`src/rtl/freq_meter_pkg.sv`:
```
// Shared types and constants for the frequency meter: control FSM states,
// BCD digit type, 7-segment patterns and the BCD increment helper.
package freq_meter_pkg;

    typedef enum logic [1:0] {
        CLEAR = 2'd0,
        COUNT = 2'd1,
        LOCK  = 2'd2
    } meter_state_t;

    typedef logic [3:0] bcd_digit_t;

    // Segment patterns, bit0 = a through bit6 = g, active-high
    localparam logic [6:0] SEG_0     = 7'h3F;
    localparam logic [6:0] SEG_1     = 7'h06;
    localparam logic [6:0] SEG_2     = 7'h5B;
    localparam logic [6:0] SEG_3     = 7'h4F;
    localparam logic [6:0] SEG_4     = 7'h66;
    localparam logic [6:0] SEG_5     = 7'h6D;
    localparam logic [6:0] SEG_6     = 7'h7D;
    localparam logic [6:0] SEG_7     = 7'h07;
    localparam logic [6:0] SEG_8     = 7'h7F;
    localparam logic [6:0] SEG_9     = 7'h6F;
    localparam logic [6:0] SEG_BLANK = 7'h00;

    localparam logic [15:0] BCD_MAX = 16'h9999;

    // Adds one to a four-digit packed BCD value; each digit rolls 9->0 and
    // carries into the next, so 9999 wraps to 0000.
    function automatic logic [15:0] bcd_inc(input logic [15:0] value);
        logic [15:0] result;
        logic        carry;
        result = value;
        carry  = 1'b1;
        for (int i = 0; i < 4; i++) begin
            if (carry) begin
                if (value[i*4 +: 4] == 4'd9) begin
                    result[i*4 +: 4] = 4'd0;
                end else begin
                    result[i*4 +: 4] = value[i*4 +: 4] + 4'd1;
                    carry            = 1'b0;
                end
            end
        end
        return result;
    endfunction

endpackage

```
`src/rtl/seg7_dec.sv`:
```
// One-digit BCD to 7-segment decoder; non-decimal codes blank the digit.
module seg7_dec
    import freq_meter_pkg::*;
(
    input  bcd_digit_t  digit,
    output logic [6:0]  seg
);

    // Pure lookup from digit value to segment pattern
    always_comb begin
        seg = SEG_BLANK;
        case (digit)
            4'd0:    seg = SEG_0;
            4'd1:    seg = SEG_1;
            4'd2:    seg = SEG_2;
            4'd3:    seg = SEG_3;
            4'd4:    seg = SEG_4;
            4'd5:    seg = SEG_5;
            4'd6:    seg = SEG_6;
            4'd7:    seg = SEG_7;
            4'd8:    seg = SEG_8;
            4'd9:    seg = SEG_9;
            default: seg = SEG_BLANK;
        endcase
    end

endmodule

```
`src/rtl/freq_meter_core.sv`:
```
// Frequency meter core: synchronises signal_in, counts its rising edges in
// BCD over one gate of CTRL_DIV sysclk cycles, and latches the result onto
// four 7-segment outputs. A measurement cycle is CLEAR -> COUNT -> LOCK.
// Optional build macro FREQ_OVF_EN: adds the ovf output and makes the
// counter saturate at 9999 instead of wrapping.
module freq_meter_core
    import freq_meter_pkg::*;
#(
    parameter int CTRL_DIV = 50000000
)
(
    input  logic       sysclk,
    input  logic       rst,
    input  logic       signal_in,
    output logic [6:0] freqout3,
    output logic [6:0] freqout2,
    output logic [6:0] freqout1,
    output logic [6:0] freqout0
`ifdef FREQ_OVF_EN
    ,
    output logic       ovf
`endif
);

    localparam int               DIV_W    = $clog2(CTRL_DIV);
    localparam logic [DIV_W-1:0] DIV_LAST = DIV_W'(CTRL_DIV - 1);

    logic             sync_meta;
    logic             sync_stable;
    logic             sync_prev;
    logic             edge_pulse;

    logic [DIV_W-1:0] div_cnt;
    logic             tick;

    meter_state_t     state;
    meter_state_t     state_next;
    logic             clear_en;
    logic             count_en;
    logic             lock_load;

    logic [15:0]      cnt_q;
    logic [15:0]      cnt_d;
    logic [15:0]      disp_q;

`ifdef FREQ_OVF_EN
    logic             ovf_q;
    logic             ovf_d;
    logic             ovf_disp_q;
`endif

    // Two-flop synchroniser plus a registered rising-edge detector
    always_ff @(posedge sysclk) begin
        if (rst) begin
            sync_meta   <= 1'b0;
            sync_stable <= 1'b0;
            sync_prev   <= 1'b0;
            edge_pulse  <= 1'b0;
        end else begin
            sync_meta   <= signal_in;
            sync_stable <= sync_meta;
            sync_prev   <= sync_stable;
            edge_pulse  <= sync_stable & ~sync_prev;
        end
    end

    assign tick = (div_cnt == DIV_LAST);

    // Gate-length divider: counts 0..CTRL_DIV-1 and wraps on tick
    always_ff @(posedge sysclk) begin
        if (rst) begin
            div_cnt <= '0;
        end else if (tick) begin
            div_cnt <= '0;
        end else begin
            div_cnt <= div_cnt + DIV_W'(1);
        end
    end

    // Control FSM state register
    always_ff @(posedge sysclk) begin
        if (rst) begin
            state <= CLEAR;
        end else begin
            state <= state_next;
        end
    end

    // Next-state logic: the FSM only moves on a divider tick
    always_comb begin
        state_next = state;
        if (tick) begin
            case (state)
                CLEAR:   state_next = COUNT;
                COUNT:   state_next = LOCK;
                LOCK:    state_next = CLEAR;
                default: state_next = CLEAR;
            endcase
        end
    end

    // FSM outputs: clear the counter, enable counting, and load the display
    // on the last COUNT cycle
    always_comb begin
        clear_en  = 1'b0;
        count_en  = 1'b0;
        lock_load = 1'b0;
        case (state)
            CLEAR: clear_en = 1'b1;
            COUNT: begin
                count_en  = 1'b1;
                lock_load = tick;
            end
            default: ;
        endcase
    end

    // Next counter value; clear has priority over an edge in the same cycle.
    // The display loads this next value so an edge in the final gate cycle
    // is still counted, making the gate exactly CTRL_DIV cycles wide.
    always_comb begin
        cnt_d = cnt_q;
`ifdef FREQ_OVF_EN
        ovf_d = ovf_q;
`endif
        if (clear_en) begin
            cnt_d = '0;
`ifdef FREQ_OVF_EN
            ovf_d = 1'b0;
`endif
        end else if (count_en && edge_pulse) begin
`ifdef FREQ_OVF_EN
            if (cnt_q == BCD_MAX) begin
                ovf_d = 1'b1;
            end else begin
                cnt_d = bcd_inc(cnt_q);
            end
`else
            cnt_d = bcd_inc(cnt_q);
`endif
        end
    end

    // BCD counter (and overflow flag) registers
    always_ff @(posedge sysclk) begin
        if (rst) begin
            cnt_q <= '0;
`ifdef FREQ_OVF_EN
            ovf_q <= 1'b0;
`endif
        end else begin
            cnt_q <= cnt_d;
`ifdef FREQ_OVF_EN
            ovf_q <= ovf_d;
`endif
        end
    end

    // Display registers capture the result at COUNT->LOCK and hold it
    always_ff @(posedge sysclk) begin
        if (rst) begin
            disp_q <= '0;
`ifdef FREQ_OVF_EN
            ovf_disp_q <= 1'b0;
`endif
        end else if (lock_load) begin
            disp_q <= cnt_d;
`ifdef FREQ_OVF_EN
            ovf_disp_q <= ovf_d;
`endif
        end
    end

`ifdef FREQ_OVF_EN
    assign ovf = ovf_disp_q;
`endif

    seg7_dec u_dig3 (.digit(bcd_digit_t'(disp_q[15:12])), .seg(freqout3));
    seg7_dec u_dig2 (.digit(bcd_digit_t'(disp_q[11:8])),  .seg(freqout2));
    seg7_dec u_dig1 (.digit(bcd_digit_t'(disp_q[7:4])),   .seg(freqout1));
    seg7_dec u_dig0 (.digit(bcd_digit_t'(disp_q[3:0])),   .seg(freqout0));

endmodule

```
`config.mk`:
```
export PLATFORM = sky130hd
export DESIGN_NAME = freq_meter_core
export DESIGN_NICKNAME = d
export VERILOG_FILES = /design/src/rtl/freq_meter_pkg.sv /design/src/rtl/seg7_dec.sv /design/src/rtl/freq_meter_core.sv
export SDC_FILE = /design/constraint.sdc
export NUM_CORES = 1
export LEC_CHECK = 0
export ABC_AREA = 1
export BUFFER_PORTS_ARGS = -buffer_cell sky130_fd_sc_hd__buf_2
export CORE_AREA = 2 2 130 132
export CTS_CLUSTER_DIAMETER = 150
export DETAILED_ROUTE_END_ITERATION = 16
export DIE_AREA = 0 0 132 134
export PLACE_DENSITY = 0.43
export RECOVER_POWER = 25
export SLEW_MARGIN = 25
export SYNTH_ARGS = -nofsm -noshare
export SYNTH_HDL_FRONTEND = slang
export SYNTH_HIERARCHICAL = 1
export SYNTH_SLANG_ARGS = --single-unit
```
`constraint.sdc`:
```
create_clock -name sysclk -period 4.3 [get_ports sysclk]
set_input_delay 0.645 -clock sysclk [delete_from_list [all_inputs] [get_ports sysclk]]
set_output_delay 0.645 -clock sysclk [all_outputs]
set_load 0.01 [all_outputs]
```
==> summary.md, run 1 <==
| Metric | Value |
|---|---|
| Outcome | `finished clean` |
| Layout cells sized above 1 | `11.86%` |
| Gr ovfl total | `0` |
| Unique masters post-synth | `36` |
| Post-route setup TNS | `0 ps` |
| Per-cell routed wire length | `10.18 microns` |
| Initial Util | `24.49%` |
| CTS tree | `yes` |
| Synthesized Nets | `641` |
| Final Cycle Share | `66.59%` |
| Clock latency on the worst-skew pair | `330 ps` |
| RSZ-0062 raised after global routing | `no` |
| Met2 WL | `4013 microns` |
| Fin cells | `869` |
| Final Hold Fails | `0` |
| Post-synthesis register bit count | `64` |
| # diodes | `0` |
| Seq/Total Area, Yosys | `32.12%` |
| Metal3 WL | `303 microns` |
| Worst vdd ir | `142.9 uV` |
| Number of port buffers | `30` |
| PD cells | `300.1 nW/um^2` |
| Via count | `3619` |
| Worst path required time | `4460 ps` |
| Worst hold path class | `reg -> reg` |
| Top-area cell type share of the netlist area | `32.12%` |
| # H-tree levels | `3` |
| GRT Overall Usage | `10.54%` |
| Routability cong. | `0.7843` |
| Max cap viols | `0` |
| Max Fclk | `0.3492 GHz` |
| Post-CTS sizing | `0` |
| Largest cells by area after synthesis | `dfxtp_1, nand2_1, inv_1` |
| Async S/R FF share, synth | `0%` |
| Top FF cell, synth | `dfxtp_1` |
| Cell count after synthesis | `613` |
| Vias in the first global route | `3345` |
| Fin nets | `674` |
| Dpl cells | `855` |
| CTS buffer count | `9` |
| Post-DP HPWL | `6658 microns` |
| Kind of critical path | `in -> reg` |
| Leak | `0.001995 uW` |
| Post-synth EDFFs | `0` |
| Num rows | `47` |
| Clock Sinks | `64` |
| Remaining DRCs | `0` |
| Max Root-Sink Buffers | `2` |
| Area grow syn2layout | `16.00%` |
| First-pass GRT wire length | `15300 microns` |
| ANT nets after route | `0` |
| Post-CTS setup buffers | `0` |
| Post-layout power | `1389 uW` |
| Fin util | `28.40%` |
| Top post-synthesis cells by count | `nand2_1, inv_1, nor2_1, dfxtp_1, nand3_1` |
| Met1 WL | `4432 microns` |
| Worst Setup End Kind | `flop` |
| Worst Tran Pin Value | `1099 ps` |
| DR vias/cell | `4.165` |
| Initial antenna violation count | `0` |
| Yosys top cell by area | `dfxtp_1` |
| Clock skew | `6.400 ps` |
| Root Buffer | `clkbuf_16` |
| Yosys warns | `6` |
| Core ar. | `16290 sq um` |
| I/O pin cnt | `31` |
| Count leader, synth | `nand2_1` |
| Synth Area per Inst | `6.507 sq um` |
| Pre-antenna DRT Iters | `4` |
| Crit path time final | `2863 ps` |
| Worst-path clk slew | `50 ps` |
| Slew Limit Fails | `0` |
| Die Height | `134 microns` |
| Largest net degree at the start of global routing | `28` |
| Mapped Area | `3989 sq um` |
| Arr. time, crit path | `3030 ps` |
| DR top layer | `met4` |
| Worst rel slew slack | `26.76%` |
| Die width | `132 microns` |
| Hold Buf Count CTS | `0` |
| Die ar. | `17690 sq um` |
| Initial DRC count | `183` |
| Post-Route WL | `8848 microns` |
| CP startpoint kind | `input port` |
| Crit path max fanout | `27` |
| # setup viols final | `0` |
## cell families (layout without fill, tap and decap cells)
| group | Yosys count | in the layout | share of synthesized area [%] |
|---|---|---|---|
| xor gates and xnor gates | 8 | 8 | 1.757 |
| buffers and inverters | 103 | 139 | 10.29 |
| DFF | 64 | 64 | 32.12 |
| and+or+nand+nor | 368 | 368 | 41.84 |
| adders and majority gates | 25 | 25 | 7.842 |
| AOI/OAI and AO/OA | 45 | 45 | 6.148 |
## power breakdown
part	internal, uW	switching, uW	total, uW
registers	597	1.86	599
clock network	514	259	773
logic	3.45	13.4	16.9
total	1110	274	1390
## sequential cells by signal, indices dropped and copies added, names as in the netlist
| signal | flops |
|---|---|
| sync_prev | 1 |
| sync_stable | 1 |
| sync_meta | 1 |
| disp_q | 16 |
| div_cnt | 26 |
| cnt_q | 16 |
| state | 2 |
| edge_pulse | 1 |
## path summary, 6_finish.rpt
kind | from | to | slack [ps] | cells after the start
worst max-delay path | rst | state[1] | 1440 | 4
worst min-delay path | sync_prev | edge_pulse | 390 | 1
worst max register to register | div_cnt[0] | state[1] | 2110 | 8
worst min register to register | sync_prev | edge_pulse | 390 | 1
## cell type report
cell class / count / area [sq um]
flip-flops and latches: 64 / 1281
multi-input cells: 446 / 2256
well taps: 220 / 275.3
fillers: 1851 / 11660
clock buffers: 10 / 239.0
inverters: 95 / 356.6
clock inverters: 4 / 70.07
repair buffers: 30 / 148.9
## through the flow
| stage | hold slack, ps | setup WS, ps | area, sq um |
|---|---|---|---|
| floorplan | 372.8 | 2655 | 3989 |
| global route | 392.6 | 1175 | 4627 |
| detailed placement | 383.2 | 1689 | 4360 |
| finish | 389.9 | 1437 | 4627 |
| global placement | 379.1 | 1744 | 4360 |
| CTS | 391.0 | 2047 | 4669 |
## per-layer routing
metal | up-vias | track usage (%)
met4 | 0 | 4.106
met1 | 1602 | 12.94
met5 | - | 0
met3 | 8 | 2.457
li1 | 1962 | -
met2 | 47 | 17.91
## placed cells by master, fill, tap and decap left out, types with 16 or more instances in the layout
master,n
nand2_1,207
inv_1,84
nor2_1,74
dfxtp_1,64
nand3_1,31
buf_2,29
ha_1,25
a21oi_1,24
nor3_1,16
## critical path, cell delays in order
cell	delay [ps]
clkbuf_1	780
clkinv_1	770
nand2_2	690
o22ai_1	140
No activity file was read; power rests on OpenSTA's default activity.
==> run 2: changes to the inputs <==
--- a/config.mk
+++ b/config.mk
@@ -11,7 +11,7 @@
 export CTS_CLUSTER_DIAMETER = 150
 export DETAILED_ROUTE_END_ITERATION = 16
 export DIE_AREA = 0 0 132 134
-export PLACE_DENSITY = 0.43
+export PLACE_DENSITY = 0.45
 export RECOVER_POWER = 25
 export SLEW_MARGIN = 25
 export SYNTH_ARGS = -nofsm -noshare
==> constraint.sdc (replaced) <==
create_clock -name sysclk -period 2.4 [get_ports sysclk]
set_input_delay 0.36 -clock sysclk [delete_from_list [all_inputs] [get_ports sysclk]]
set_output_delay 0.36 -clock sysclk [all_outputs]
set_load 0.01 [all_outputs]
==> summary.md, run 2 (synthesis results as in run 1) <==
| Metric | Value |
|---|---|
| Outcome | `finished clean` |
| Kind of critical path | `reg -> out` |
| Max cap viols | `0 (unchanged)` |
| Post-CTS setup buffers | `0 (unchanged)` |
| First-pass GRT wire length | `15390 microns (+0.63%)` |
| Flop2flop setup slack | `510 ps (-1600 ps)` |
| Remaining DRCs | `0 (unchanged)` |
| Post-Route WL | `8848 microns (unchanged)` |
| Worst Setup End Kind | `primary output` |
| Via count | `3623 (+0.11%)` |
| Final Hold Fails | `0 (unchanged)` |
| Max reg flops | `26 (unchanged)` |
| Pre-CTS setup slack | `529.0 ps (-1160 ps)` |
| # setup viols final | `0 (unchanged)` |
| Routability cong. | `0.8565 (+9.2%)` |
| Initial Util | `24.49% (unchanged)` |
| Pre-antenna DRT Iters | `4 (unchanged)` |
| Worst Hold Depth | `3 (+2)` |
| Final Cycle Share | `80.51%` |
| # diodes | `0 (unchanged)` |
| Final WS setup | `467.7 ps (-968.9 ps)` |
| Initial antenna violation count | `0 (unchanged)` |
| RSZ-0062 raised after global routing | `no` |
| Worst path required time | `2040 ps (-2420 ps)` |
| Gr ovfl total | `0 (unchanged)` |
| PD cells | `541.2 nW/um^2 (+80%)` |
| Per-cell routed wire length | `10.14 microns (-0.46%)` |
| Die Height | `134 microns (unchanged)` |
| Initial DRC count | `111 (-39%)` |
| Max Root-Sink Buffers | `2 (unchanged)` |
| Post-route setup TNS | `0 ps (unchanged)` |
| Crit path time final | `1932 ps` |
| Post-DP HPWL | `6603 microns (-0.82%)` |
| Worst-path clk slew | `50 ps (about the same)` |
| Root Buffer | `clkbuf_16` |
| Leak | `0.002023 uW (+1.4%)` |
| Clock skew | `10.52 ps (+4.121 ps)` |
| Layout cells sized above 1 | `11.94% (+0.080 points)` |
| Fillers | `1836 (-0.81%)` |
| Vias in the first global route | `3434 (+2.7%)` |
| Reg2Reg Depth | `10 (+2)` |
| Worst Tran Pin Value | `1050 ps (-49.07 ps)` |
| CP startpoint kind | `flop` |
| Hold EP | `sync_meta` |
| Max Fclk | `0.5175 GHz` |
| Crit path max fanout | `6 (-78%)` |
| Clock Sinks | `64 (unchanged)` |
| FF-to-FF End | `cnt_q[9]` |
| Core ar. | `16290 sq um (unchanged)` |
| Largest net degree at the start of global routing | `28 (unchanged)` |
| Worst reg2reg startpoint | `state[1]` |
| Most common cell after layout, fill and taps aside | `nand2_1` |
| Area grow syn2layout | `16.97%` |
| Most flop-heavy register | `div_cnt` |
| Most frequent cells in the layout | `nand2_1, inv_1, nor2_1, dfxtp_1, nand3_1` |
| Hold Buf Count CTS | `0 (unchanged)` |
| DR vias/cell | `4.150 (-0.35%)` |
| Worst rel slew slack | `30.03% (+3.3 points)` |
| Hold_sp | `signal_in` |
| ANT nets after route | `0 (unchanged)` |
| Clock latency on the worst-skew pair | `330 ps (about the same)` |
| GRT Overall Usage | `10.49% (-0.056 points)` |
| Slew Limit Fails | `0 (unchanged)` |
| Die width | `132 microns (unchanged)` |
| Fin nets | `676 (+0.30%)` |
| CTS tree | `yes` |
| Worst vdd ir | `306.4 uV (+110%)` |
| I/O pin cnt | `31 (unchanged)` |
| Post-CTS sizing | `0 (unchanged)` |
| Worst hold path class | `in -> reg` |
| Arr. time, crit path | `1570 ps (-1460 ps)` |
| CTS buffer count | `9 (unchanged)` |
| # H-tree levels | `3 (unchanged)` |
| Number of port buffers | `30 (unchanged)` |
| Num rows | `47 (unchanged)` |
| Biggest regs | `div_cnt: 26 flops, cnt_q: 16 flops, disp_q: 16 flops` |
| Die ar. | `17690 sq um (unchanged)` |
## run 2: worst max path at each step
stage / startpoint / to
after detailed placement: div_cnt[0] / state[1]
after CTS: disp_q[9] / freqout2[3]
final: disp_q[9] / freqout2[3]
after floorplan: div_cnt[0] / div_cnt[10]
after global routing: cnt_q[0] / disp_q[12]
after global placement: div_cnt[0] / state[1]
## run 2: area by class of cell
type / count / area [sq um] / area share, %
Multi-Input combinational cell: 446 / 2272 / 48.70
Sequential cell: 64 / 1281 / 27.46
Inverter: 95 / 356.6 / 7.643
Tap cell: 220 / 275.3 / 5.900
Clock buffer: 11 / 242.7 / 5.202
Timing Repair Buffer: 32 / 157.7 / 3.379
Clock inverter: 5 / 80.08 / 1.716
## run 2: worst max-delay path, cell delays in order (launching register included)
cell and delay (ps):
dfxtp_1 440, inv_1 140, ha_1 300, nand2_1 80, nand2_1 60, nand2_1 50, nand2_1 40, buf_2 130
## run 2: where the power goes
part / internal (uW) / switching, uW
sequential: 1070 / 3.41
clock: 936 / 484
combinational: 7.66 / 24.9
total: 2010 / 512
## run 2: per-stage QoR
stage / std cells / util (%) / total power [uW] / hold WS [ps] / area, sq um
after floorplan: 613 / - / 1119 / 372.8 / 3989
after global placement: 857 / 26.86 / 1130 / 380.3 / 4375
after detailed placement: 857 / 26.86 / 1131 / 389.8 / 4375
after CTS: 873 / 28.84 / 2555 / 258.3 / 4698
after global routing: 873 / 28.64 / 2613 / 263.4 / 4666
final: 873 / 28.64 / 2525 / 254.0 / 4666
## run 2: metal layers
layer	vias up	track usage [%]	routed length [microns]
li1	1967	-	-
met1	1592	12.78	4329
met2	51	17.91	3961
met3	13	2.532	392
met4	0	3.986	164
met5	-	0	0
==> run 3: changes to the inputs <==
--- a/config.mk
+++ b/config.mk
@@ -11,7 +11,7 @@
 export CTS_CLUSTER_DIAMETER = 150
 export DETAILED_ROUTE_END_ITERATION = 16
 export DIE_AREA = 0 0 132 134
-export PLACE_DENSITY = 0.45
+export PLACE_DENSITY = 0.43
 export RECOVER_POWER = 25
 export SLEW_MARGIN = 25
 export SYNTH_ARGS = -nofsm -noshare
==> constraint.sdc (replaced) <==
create_clock -name sysclk -period 2 [get_ports sysclk]
set_input_delay 0.3 -clock sysclk [delete_from_list [all_inputs] [get_ports sysclk]]
set_output_delay 0.3 -clock sysclk [all_outputs]
set_load 0.01 [all_outputs]
==> summary.md, run 3 (synthesis results as in run 1) <==
| Metric | Value |
|---|---|
| Hold Buf Count CTS | `0 (unchanged)` |
| CP startpoint kind | `flop` |
| Fillers | `1818 (-0.98%)` |
| Area after DPL | `4425 sq um (+1.1%)` |
| Worst-path clk slew | `60 ps (about the same)` |
| CP max-delay cell | `dfxtp_1` |
| Outcome | `finished clean` |
| Leak | `0.002048 uW (+1.2%)` |
| Worst Setup End Kind | `primary output` |
| Worst rel slew slack | `34.82% (+4.8 points)` |
| Remaining DRCs | `0 (unchanged)` |
| Worst setup startpoint | `disp_q[9]` |
| Final WS setup | `158.9 ps (-308.7 ps)` |
| Reg2Reg Depth | `9 (-1)` |
| Initial DRC count | `121 (+9.0%)` |
| Final Cycle Share | `92.05%` |
| Initial antenna violation count | `0 (unchanged)` |
| Post-CTS sizing | `0 (unchanged)` |
| Final Cell Area | `4703 sq um (+0.80%)` |
| Layout cells sized above 1 | `12.80% (+0.86 points)` |
| Clock latency on the worst-skew pair | `330 ps (about the same)` |
| Footprint of the multi-input gates | `2287 sq um (+0.66%)` |
| Worst vdd ir | `356.2 uV (+16%)` |
| First-pass GRT wire length | `15580 microns (+1.2%)` |
| Arr. time, crit path | `1540 ps (-30 ps)` |
| Die ar. | `17690 sq um (unchanged)` |
| Fin nets | `681 (+0.74%)` |
| Switching share of power | `20.37% (+0.084 points)` |
| Critical-path cell list | `inv_1 -> ha_1 -> nand2_1 -> nand2_1 -> nand2_1 -> nand2_1 -> buf_2` |
| Slew Limit Fails | `0 (unchanged)` |
| Post-layout power | `2904 uW (+15%)` |
| Kind of critical path | `reg -> out` |
| Worst hold path class | `in -> reg` |
| Vias in the first global route | `3447 (+0.38%)` |
| Num rows | `47 (unchanged)` |
| RSZ-0062 raised after global routing | `no` |
| Final Hold Fails | `0 (unchanged)` |
| ANT nets after route | `0 (unchanged)` |
| Post-Route WL | `9087 microns (+2.7%)` |
| Combinational share of power | `1.5% (+0.2 points)` |
| Clock Sinks | `64 (unchanged)` |
| # diodes | `0 (unchanged)` |
| Most common cell after layout, fill and taps aside | `nand2_1` |
| Largest net degree at the start of global routing | `23 (-18%)` |
| Crit path to | `freqout2[3]` |
| Cell internal pwr | `2312 uW (+15%)` |
| Number of port buffers | `30 (unchanged)` |
| Pre-antenna DRT Iters | `4 (unchanged)` |
| Root Buffer | `clkbuf_16` |
| Per-cell routed wire length | `10.37 microns (+2.3%)` |
| # setup viols final | `0 (unchanged)` |
| Post-route setup TNS | `0 ps (unchanged)` |
| Seq pwr share | `44.3% (+1.8 points)` |
| Max cap viols | `0 (unchanged)` |
| Most frequent cells in the layout | `nand2_1, inv_1, nor2_1, dfxtp_1, nand3_1` |
| PD cells | `617.4 nW/um^2 (+14%)` |
| Flop2flop setup slack | `240 ps (-270 ps)` |
| Max Root-Sink Buffers | `2 (unchanged)` |
| Max reg flops | `26 (unchanged)` |
| Via count | `3670 (+1.3%)` |
| GRT Overall Usage | `10.62% (+0.13 points)` |
| Hold_ws | `202.3 ps (-51.68 ps)` |
| Worst path required time | `1700 ps (-340 ps)` |
| Max Fclk | `0.5432 GHz` |
| Routability cong. | `0.8432 (-1.6%)` |
| Pre-CTS setup slack | `245.6 ps (-283.4 ps)` |
| Worst Tran Pin Value | `977.7 ps (-71.82 ps)` |
| Core ar. | `16290 sq um (unchanged)` |
| Hold_sp | `signal_in` |
| Post-DP HPWL | `6930 microns (+4.9%)` |
| Initial Util | `24.49% (unchanged)` |
| Net switching power | `591.5 uW (+15%)` |
| Clock power share | `54.2% (-2.0 points)` |
| Die Height | `134 microns (unchanged)` |
| Most flop-heavy register | `div_cnt` |
| Area grow syn2layout | `17.91%` |
| CTS buffer count | `9 (unchanged)` |
| Register area | `1281 sq um (unchanged)` |
| # H-tree levels | `3 (unchanged)` |
| Post-CTS setup buffers | `0 (unchanged)` |
| Crit path max fanout | `6 (unchanged)` |
| DR vias/cell | `4.189 (+0.95%)` |
| Crit path time final | `1841 ps` |
| Worst reg2reg startpoint | `div_cnt[0]` |
| Critical path's largest stage delay | `450 ps (about the same)` |
| Clock skew | `9.506 ps (-1.015 ps)` |
| Biggest regs | `div_cnt: 26 flops, cnt_q: 16 flops, disp_q: 16 flops` |
| I/O pin cnt | `31 (unchanged)` |
| Gr ovfl total | `0 (unchanged)` |
| CTS tree | `yes` |
| Die width | `132 microns (unchanged)` |
| Crit-path most repeated cell | `nand2_1` |
| FF-to-FF End | `disp_q[4]` |
-- run 3: power by group through the flow --
stage / sequential (uW) / clock [uW] / combinational (uW)
floorplan: 1310 / 0 / 28.4
global placement: 1310 / 0 / 45.5
detailed placement: 1320 / 0 / 45.9
CTS: 1290 / 1610 / 45.9
global route: 1290 / 1660 / 48.7
finish: 1290 / 1570 / 43.0
-- run 3: how the worst min path moves through the flow --
stage                       to  slack (ps)  cells after the start
global placement    edge_pulse         380                      1
finish               sync_meta         200                      3
global route         sync_meta         210                      3
CTS                  sync_meta         200                      3
floorplan           edge_pulse         370                      1
detailed placement  edge_pulse         380                      1
-- run 3: through the flow --
step	util [%]	instances
2_1_floorplan	-	613
3_3_place_gp	27.17	862
3_5_place_dp	27.17	862
4_1_cts	28.98	876
5_1_grt	28.87	876
6_report	28.87	876
-- run 3: critical path: cells and delay by family, from the launching register on --
family	cells	cell delay, ps
simple gates	4	210
buf+inv	2	270
fa+ha+maj	1	290
flops	1	450
-- run 3: cell type report --
class / instances / share of cell area (%)
clock inverters: 3 / 0.9045
clock buffers: 11 / 5.374
inverters: 95 / 7.582
flip-flops and latches: 64 / 27.24
multi-input cells: 446 / 48.63
repair buffers: 37 / 4.416
well taps: 220 / 5.853
-- run 3: metal layers --
metal	vias up	part of all wire, %	GRT usage, %	wire [microns]
li1	1972	-	-	-
met1	1616	47	12.97	4307
met2	67	47	18.40	4288
met3	15	3.7	2.041	339
met4	0	1.7	4.227	153
met5	-	0	0	0
